File: config.mk
export PLATFORM = sky130hd
export DESIGN_NAME = if_fetch_unit_flat
export DESIGN_NICKNAME = d
export VERILOG_FILES = /design/src/rtl/cpu_pkg.sv /design/src/rtl/if_fetch_unit_if.sv /design/src/rtl/if_skid_reg.sv /design/src/rtl/if_fetch_unit.sv /design/src/flat_wrapper.sv
export SDC_FILE = /design/constraint.sdc
export NUM_CORES = 1
export LEC_CHECK = 0
export ABC_AREA = 0
export CAP_MARGIN = 15
export CORE_UTILIZATION = 25
export DETAILED_ROUTE_END_ITERATION = 6
export HOLD_SLACK_MARGIN = 0.12
export PLACE_DENSITY_LB_ADDON = 0.15
export REMOVE_ABC_BUFFERS = 1
export SLEW_MARGIN = 15
export SYNTH_ARGS = -nofsm -noshare
export SYNTH_HDL_FRONTEND = slang
export SYNTH_HIERARCHICAL = 1
export SYNTH_SLANG_ARGS = --single-unit
File: constraint.sdc
create_clock -name Clock -period 4.55 [get_ports Clock]
set_input_delay 0.91 -clock Clock [delete_from_list [all_inputs] [get_ports Clock]]
set_output_delay 0.91 -clock Clock [all_outputs]
set_load 0.05 [all_outputs]
File: src/rtl/cpu_pkg.sv
// Shared types and defaults for the recognition CPU pipeline stages.
package cpu_pkg;

  localparam int          XLEN_DEF     = 32;
  localparam logic [31:0] RESET_PC_DEF = 32'h0000_0000;
  // Encoding of addi x0,x0,0; ID substitutes it when a slot is flushed.
  localparam logic [31:0] NOP_INSTR    = 32'h0000_0013;

  typedef enum logic [1:0] {
    FETCH = 2'd0,
    WAIT  = 2'd1,
    HOLD  = 2'd2,
    DROP  = 2'd3
  } fetch_state_e;

endpackage

File: src/rtl/if_fetch_unit_if.sv
// Control, instruction-memory and ID-register signals of the fetch stage.
interface if_fetch_unit_if
  import cpu_pkg::*;
#(
  parameter int XLEN = XLEN_DEF
);

  logic            stall;
  logic            redirect;
  logic [XLEN-1:0] redirect_pc;
  logic            imem_req;
  logic [XLEN-1:0] imem_addr;
  logic            imem_ready;
  logic            imem_rvalid;
  logic [XLEN-1:0] imem_rdata;
  logic            out_valid;
  logic [XLEN-1:0] out_instr;
  logic [XLEN-1:0] out_pc;

  modport master (
    input  stall, redirect, redirect_pc, imem_ready, imem_rvalid, imem_rdata,
    output imem_req, imem_addr, out_valid, out_instr, out_pc
  );

  modport slave (
    output stall, redirect, redirect_pc, imem_ready, imem_rvalid, imem_rdata,
    input  imem_req, imem_addr, out_valid, out_instr, out_pc
  );

endinterface

File: src/rtl/if_skid_reg.sv
// {valid, instr, pc} holding register with Tick-gated load and clear.
module if_skid_reg
  import cpu_pkg::*;
#(
  parameter int XLEN = XLEN_DEF
) (
  input  logic            Clock,
  input  logic            Reset,
  input  logic            tick,
  input  logic            load,
  input  logic            clear,
  input  logic            d_valid,
  input  logic [XLEN-1:0] d_instr,
  input  logic [XLEN-1:0] d_pc,
  output logic            q_valid,
  output logic [XLEN-1:0] q_instr,
  output logic [XLEN-1:0] q_pc
);

  // Clear only drops valid; the payload is left as-is since nobody reads it.
  always_ff @(posedge Clock or posedge Reset) begin
    if (Reset) begin
      q_valid <= 1'b0;
      q_instr <= '0;
      q_pc    <= '0;
    end else if (tick) begin
      if (clear) begin
        q_valid <= 1'b0;
      end else if (load) begin
        q_valid <= d_valid;
        q_instr <= d_instr;
        q_pc    <= d_pc;
      end
    end
  end

endmodule

File: src/rtl/if_fetch_unit.sv
// Instruction-fetch stage: owns the PC, issues one imem read at a time and
// feeds a registered {instr, pc, valid} to the ID register.
module if_fetch_unit
  import cpu_pkg::*;
#(
  parameter int              XLEN     = XLEN_DEF,
  parameter logic [XLEN-1:0] RESET_PC = XLEN'(RESET_PC_DEF),
  parameter int              PC_STEP  = 4
) (
  input  logic            Clock,
  input  logic            Reset,
  input  logic            Tick,
  if_fetch_unit_if.master bus
);

  fetch_state_e    state_q, state_d;
  logic [XLEN-1:0] pc_q, pc_d, req_pc_q;
  logic            pc_load, req_load;
  logic            out_load, out_clear, out_from_skid;
  logic            skid_load, skid_clear;

  logic            out_valid_q, skid_valid_q;
  logic [XLEN-1:0] out_instr_q, out_pc_q, skid_instr_q, skid_pc_q;
  logic            out_d_valid;
  logic [XLEN-1:0] out_d_instr, out_d_pc;

  always_ff @(posedge Clock or posedge Reset) begin
    if (Reset)     state_q <= FETCH;
    else if (Tick) state_q <= state_d;
  end

  always_ff @(posedge Clock or posedge Reset) begin
    if (Reset) begin
      pc_q     <= RESET_PC;
      req_pc_q <= '0;
    end else if (Tick) begin
      if (pc_load)  pc_q     <= pc_d;
      if (req_load) req_pc_q <= pc_q;
    end
  end

  always_comb begin
    state_d = state_q;
    case (state_q)
      FETCH: if (!bus.redirect && bus.imem_ready) state_d = WAIT;
      WAIT: begin
        if (bus.redirect)         state_d = bus.imem_rvalid ? FETCH : DROP;
        else if (bus.imem_rvalid) state_d = (!bus.stall || !out_valid_q) ? FETCH : HOLD;
      end
      HOLD:    if (bus.redirect || !bus.stall) state_d = FETCH;
      DROP:    if (bus.imem_rvalid) state_d = FETCH;
      default: state_d = FETCH;
    endcase
  end

  // Redirect flushes the output and restarts the PC from every state.
  always_comb begin
    bus.imem_req  = (state_q == FETCH);
    bus.imem_addr = bus.imem_req ? pc_q : '0;
    pc_load       = 1'b0;
    pc_d          = pc_q;
    req_load      = 1'b0;
    out_load      = 1'b0;
    out_clear     = 1'b0;
    out_from_skid = 1'b0;
    skid_load     = 1'b0;
    skid_clear    = 1'b0;
    if (bus.redirect) begin
      pc_load    = 1'b1;
      pc_d       = bus.redirect_pc;
      out_clear  = 1'b1;
      skid_clear = (state_q == HOLD);
    end else begin
      case (state_q)
        FETCH: begin
          if (bus.imem_ready) begin
            req_load = 1'b1;
            pc_load  = 1'b1;
            pc_d     = pc_q + XLEN'(PC_STEP);
          end
          out_clear = !bus.stall;
        end
        WAIT: begin
          if (bus.imem_rvalid) begin
            if (!bus.stall || !out_valid_q) out_load  = 1'b1;
            else                            skid_load = 1'b1;
          end else begin
            out_clear = !bus.stall;
          end
        end
        HOLD: begin
          if (!bus.stall) begin
            out_load      = 1'b1;
            out_from_skid = 1'b1;
            skid_clear    = 1'b1;
          end
        end
        DROP:    out_clear = !bus.stall;
        default: ;
      endcase
    end
  end

  always_comb begin
    out_d_valid = out_from_skid ? skid_valid_q : 1'b1;
    out_d_instr = out_from_skid ? skid_instr_q : bus.imem_rdata;
    out_d_pc    = out_from_skid ? skid_pc_q    : req_pc_q;
  end

  if_skid_reg #(.XLEN(XLEN)) u_out_reg (
    .Clock   (Clock),
    .Reset   (Reset),
    .tick    (Tick),
    .load    (out_load),
    .clear   (out_clear),
    .d_valid (out_d_valid),
    .d_instr (out_d_instr),
    .d_pc    (out_d_pc),
    .q_valid (out_valid_q),
    .q_instr (out_instr_q),
    .q_pc    (out_pc_q)
  );

  if_skid_reg #(.XLEN(XLEN)) u_skid_reg (
    .Clock   (Clock),
    .Reset   (Reset),
    .tick    (Tick),
    .load    (skid_load),
    .clear   (skid_clear),
    .d_valid (1'b1),
    .d_instr (bus.imem_rdata),
    .d_pc    (req_pc_q),
    .q_valid (skid_valid_q),
    .q_instr (skid_instr_q),
    .q_pc    (skid_pc_q)
  );

  assign bus.out_valid = out_valid_q;
  assign bus.out_instr = out_instr_q;
  assign bus.out_pc    = out_pc_q;

endmodule

File: src/flat_wrapper.sv
// flat-port wrapper written by rule: the top's interface ports become plain ports
module if_fetch_unit_flat import cpu_pkg::*;
#(
  parameter int              XLEN     = XLEN_DEF,
  parameter logic [XLEN-1:0] RESET_PC = XLEN'(RESET_PC_DEF),
  parameter int              PC_STEP  = 4
)
  (Clock, Reset, Tick, bus_stall, bus_redirect, bus_redirect_pc, bus_imem_ready, bus_imem_rvalid, bus_imem_rdata, bus_imem_req, bus_imem_addr, bus_out_valid, bus_out_instr, bus_out_pc);
  if_fetch_unit_if #(.XLEN(XLEN)) bus_i ();
  input  logic Clock;
  input  logic Reset;
  input  logic Tick;
  input wire logic [$bits(bus_i.stall)-1:0] bus_stall;
  input wire logic [$bits(bus_i.redirect)-1:0] bus_redirect;
  input wire logic [$bits(bus_i.redirect_pc)-1:0] bus_redirect_pc;
  input wire logic [$bits(bus_i.imem_ready)-1:0] bus_imem_ready;
  input wire logic [$bits(bus_i.imem_rvalid)-1:0] bus_imem_rvalid;
  input wire logic [$bits(bus_i.imem_rdata)-1:0] bus_imem_rdata;
  output wire logic [$bits(bus_i.imem_req)-1:0] bus_imem_req;
  output wire logic [$bits(bus_i.imem_addr)-1:0] bus_imem_addr;
  output wire logic [$bits(bus_i.out_valid)-1:0] bus_out_valid;
  output wire logic [$bits(bus_i.out_instr)-1:0] bus_out_instr;
  output wire logic [$bits(bus_i.out_pc)-1:0] bus_out_pc;
  assign bus_i.stall = bus_stall;
  assign bus_i.redirect = bus_redirect;
  assign bus_i.redirect_pc = bus_redirect_pc;
  assign bus_i.imem_ready = bus_imem_ready;
  assign bus_i.imem_rvalid = bus_imem_rvalid;
  assign bus_i.imem_rdata = bus_imem_rdata;
  assign bus_imem_req = bus_i.imem_req;
  assign bus_imem_addr = bus_i.imem_addr;
  assign bus_out_valid = bus_i.out_valid;
  assign bus_out_instr = bus_i.out_instr;
  assign bus_out_pc = bus_i.out_pc;
  if_fetch_unit #(.XLEN(XLEN), .RESET_PC(RESET_PC), .PC_STEP(PC_STEP)) u_core (.Clock(Clock), .Reset(Reset), .Tick(Tick), .bus(bus_i));
endmodule
==> flow_metrics.tcl <==
set metrics [dict create \
    slew_headroom_pct 36.68 \
    ant_nets 0 \
    final_util_pct 31.77 \
    synth_edf_count 0 \
    coreArea_um2 39640 \
    gp_congestion 0.6854 \
    hold_end "u_core/req_pc_q[0]" \
    clkLatencyLatePin_ps 450 \
    cts_hold_buf 0 \
    syn_to_final_growth_pct 25.58 \
    drive_gt1_share_pct 27.12 \
    io_pins 169 \
    critical_path_class "flip-flop to output pin" \
    grt_pass1_vias 6794 \
    ir_drop_mv 0.2426 \
    num_rows 73 \
    fp.dieW_um 202.3 \
    grt_pass1_wl_mm 43.30 \
    clk_pin_slew_worst_paths_ps 70 \
    cts_root_buf "clkbuf_16" \
    synth_ff_type "dfrtp_1" \
    ctsResizeCount 0 \
    worst_slew_pin_slew_ps 949.8 \
    timing_hold_violations_final 0 \
    final.fill_count 4070 \
    totalWireLength_mm 27.81 \
    cts_made_buffers 17 \
    drtIter0Drc 322 \
    setup_violations 0 \
    timing.final.crit_period_ps 3885 \
    ys_top_cells_by_area "dfrtp_1 49%, mux2_4 18%, mux2_2 8.4%" \
    min_path_type "flip-flop to flip-flop" \
    dr.pass1.iters 6 \
    yosysUniqueCellTypes 67 \
    die-area_um2 40920 \
    r2r_setup_slack_ps 1490 \
    maxSlewViolCount 0 \
    grt_util_all_layers_pct 14.08 \
    start_util_pct 25.30 \
    p_total_mw 7.440 \
    mostFrequentLayoutCell "dfrtp_1" \
    numPortBuffers 168 \
    antenna_found_initial 0 \
    layout.nets 1019 \
    r2r_cells 9 \
    fmax_mhz 257.4 \
    status "complete, but fails checks" \
    seq_area_frac_synth_pct 48.91 \
    syn_area_um2 10030 \
    cp-start-kind "flip-flop" \
    required_ps 3640 \
    post-cts-setup-buffers 0 \
    drc 2 \
    num_vias 6595 \
    post_drt_wl_per_cell_um 18.79 \
    hpwl_mm 17.68 \
    async_flop_share_pct 100.0 \
    clock_path_buffers 2 \
    r2r_end "u_core/pc_q[27]" \
    yosys_warnings 6 \
    diodes 0 \
    power_density_nw_per_um2 590.8 \
    syn_avg_cell_area_um2 12.61 \
    grt_max_degree 66 \
    synth_top_area_share_pct 48.91 \
    chipHeight_um 202.3 \
    end_kind "output pin" \
    arrival_ps 2970 \
    hold_start "u_core/pc_q[0]" \
    fin_crit_sh_pct 85.38 \
    placed_area_um2 12040 \
    place_ws_ps 1095 \
    clock_skew_ps 9.701 \
    holdPathStages 2 \
    cts.sinks 196 \
    fin_ws_ps 665.4 \
    violations "design-rule violations" \
    crit_fanout 22 \
    rsz0062_at_grt "no" \
    grt_overflow 0 \
    finalHoldWorstSlack_ps 498.2 \
    power.leakage_nw 5.933 \
    r2r-start "u_core/state_q[1]" \
    routed_via_density 4.456 \
    drv_cap 0 \
    h-tree-depth 4 \
    syn_inst 795 \
    fin_area_um2 12590 \
    layout_common_cells "196 x dfrtp_1, 167 x clkdlybuf4s50_1, 120 x mux2_4" \
    yosysTopAreaCell "dfrtp_1" \
    cts_tree "yes" \
    synth_seq_cells 196 \
]
==> cells by family after synthesis <==
| group | Yosys count | synth area share [%] |
|---|---|---|
| and+or+nand+nor | 241 | 12.23 |
| buffers and inverters | 62 | 5.053 |
| AOI/OAI and AO/OA | 90 | 6.264 |
| adders and majority gates | 5 | 0.6238 |
| other | 1 | 0.03739 |
| muxes | 200 | 26.89 |
| DFF | 196 | 48.91 |
==> metrics by stage <==
step	setup TNS (ps)	std cells
floorplan	-140410	741
global placement	0	1449
detailed placement	0	1449
CTS	0	1480
global route	0	1480
finish	0	1480
==> layout make-up <==
| type | instances | area (um^2) | share of cell area [%] |
|---|---|---|---|
| sequential | 196 | 4905 | 38.95 |
| clock inverter | 8 | 77.57 | 0.6160 |
| clock buffer | 23 | 478.0 | 3.795 |
| inverter | 8 | 35.03 | 0.2782 |
| timing repair buffer | 183 | 1814 | 14.41 |
| tap | 525 | 656.9 | 5.216 |
| multi-input combinational | 537 | 4627 | 36.74 |
==> synthesized netlist by cell type (all sizes together) (3+ instances only) <==
library cell,number
and2,34
nand2b,6
nand3,15
nand2,117
o21a,3
a21oi,19
o21ai,18
a311oi,7
nor2b,3
o22a,3
nand4b,3
dfrtp,196
ha,5
mux2i,5
nor2,20
a41o,4
buf,33
nor3,5
clkbuf,21
o31ai,3
and3,17
nand4,7
nor4,3
mux2,195
or3,3
a21o,4
inv,7
o22ai,7
a22oi,3
==> worst max path at each step <==
stage,from,endpoint,slack (ps),cells after the start
finish,u_core/state_q[1],bus_imem_addr[18],670,5
global placement,u_core/state_q[0],bus_imem_addr[9],1160,5
global route,u_core/state_q[0],bus_imem_addr[10],430,5
CTS,u_core/state_q[0],bus_imem_addr[12],580,5
detailed placement,u_core/state_q[0],bus_imem_addr[9],1100,5
floorplan,bus_redirect,u_core/u_out_reg/q_instr[0],-2020,3
==> flip-flops by register name (all words and copies together), names as in the netlist <==
name,count
u_core/pc_q,32
u_core/req_pc_q,32
u_core/u_out_reg/q_instr,32
u_core/u_out_reg/q_pc,32
u_core/u_skid_reg/q_instr,32
u_core/u_skid_reg/q_pc,32
u_core/state_q,2
u_core/u_out_reg/q_valid,1
u_core/u_skid_reg/q_valid,1
==> layer usage <==
layer | track usage [%] | vias to the layer above | share of wire (%)
met4 | 3.571 | 0 | 1.0
met2 | 21.50 | 142 | 46
met1 | 20.13 | 3330 | 50
met5 | 0 | - | 0
li1 | - | 3100 | -
met3 | 2.902 | 23 | 3.3
==> worst max-delay path, stage by stage, from the launching register on <==
cell,delay [ps]
dfrtp_1,410
inv_1,110
ha_1,670
buf_4,370
and2_1,170
clkdlybuf4s50_1,800
==> where the power goes <==
group          leakage, nW  total, mW  switching (mW)  internal (mW)
Sequential            2.57       2.69           0.433           2.26
Combinational         3.09       3.25            1.89           1.36
Clock                0.269       1.50           0.700          0.796
(Power assumes the default switching activity.)
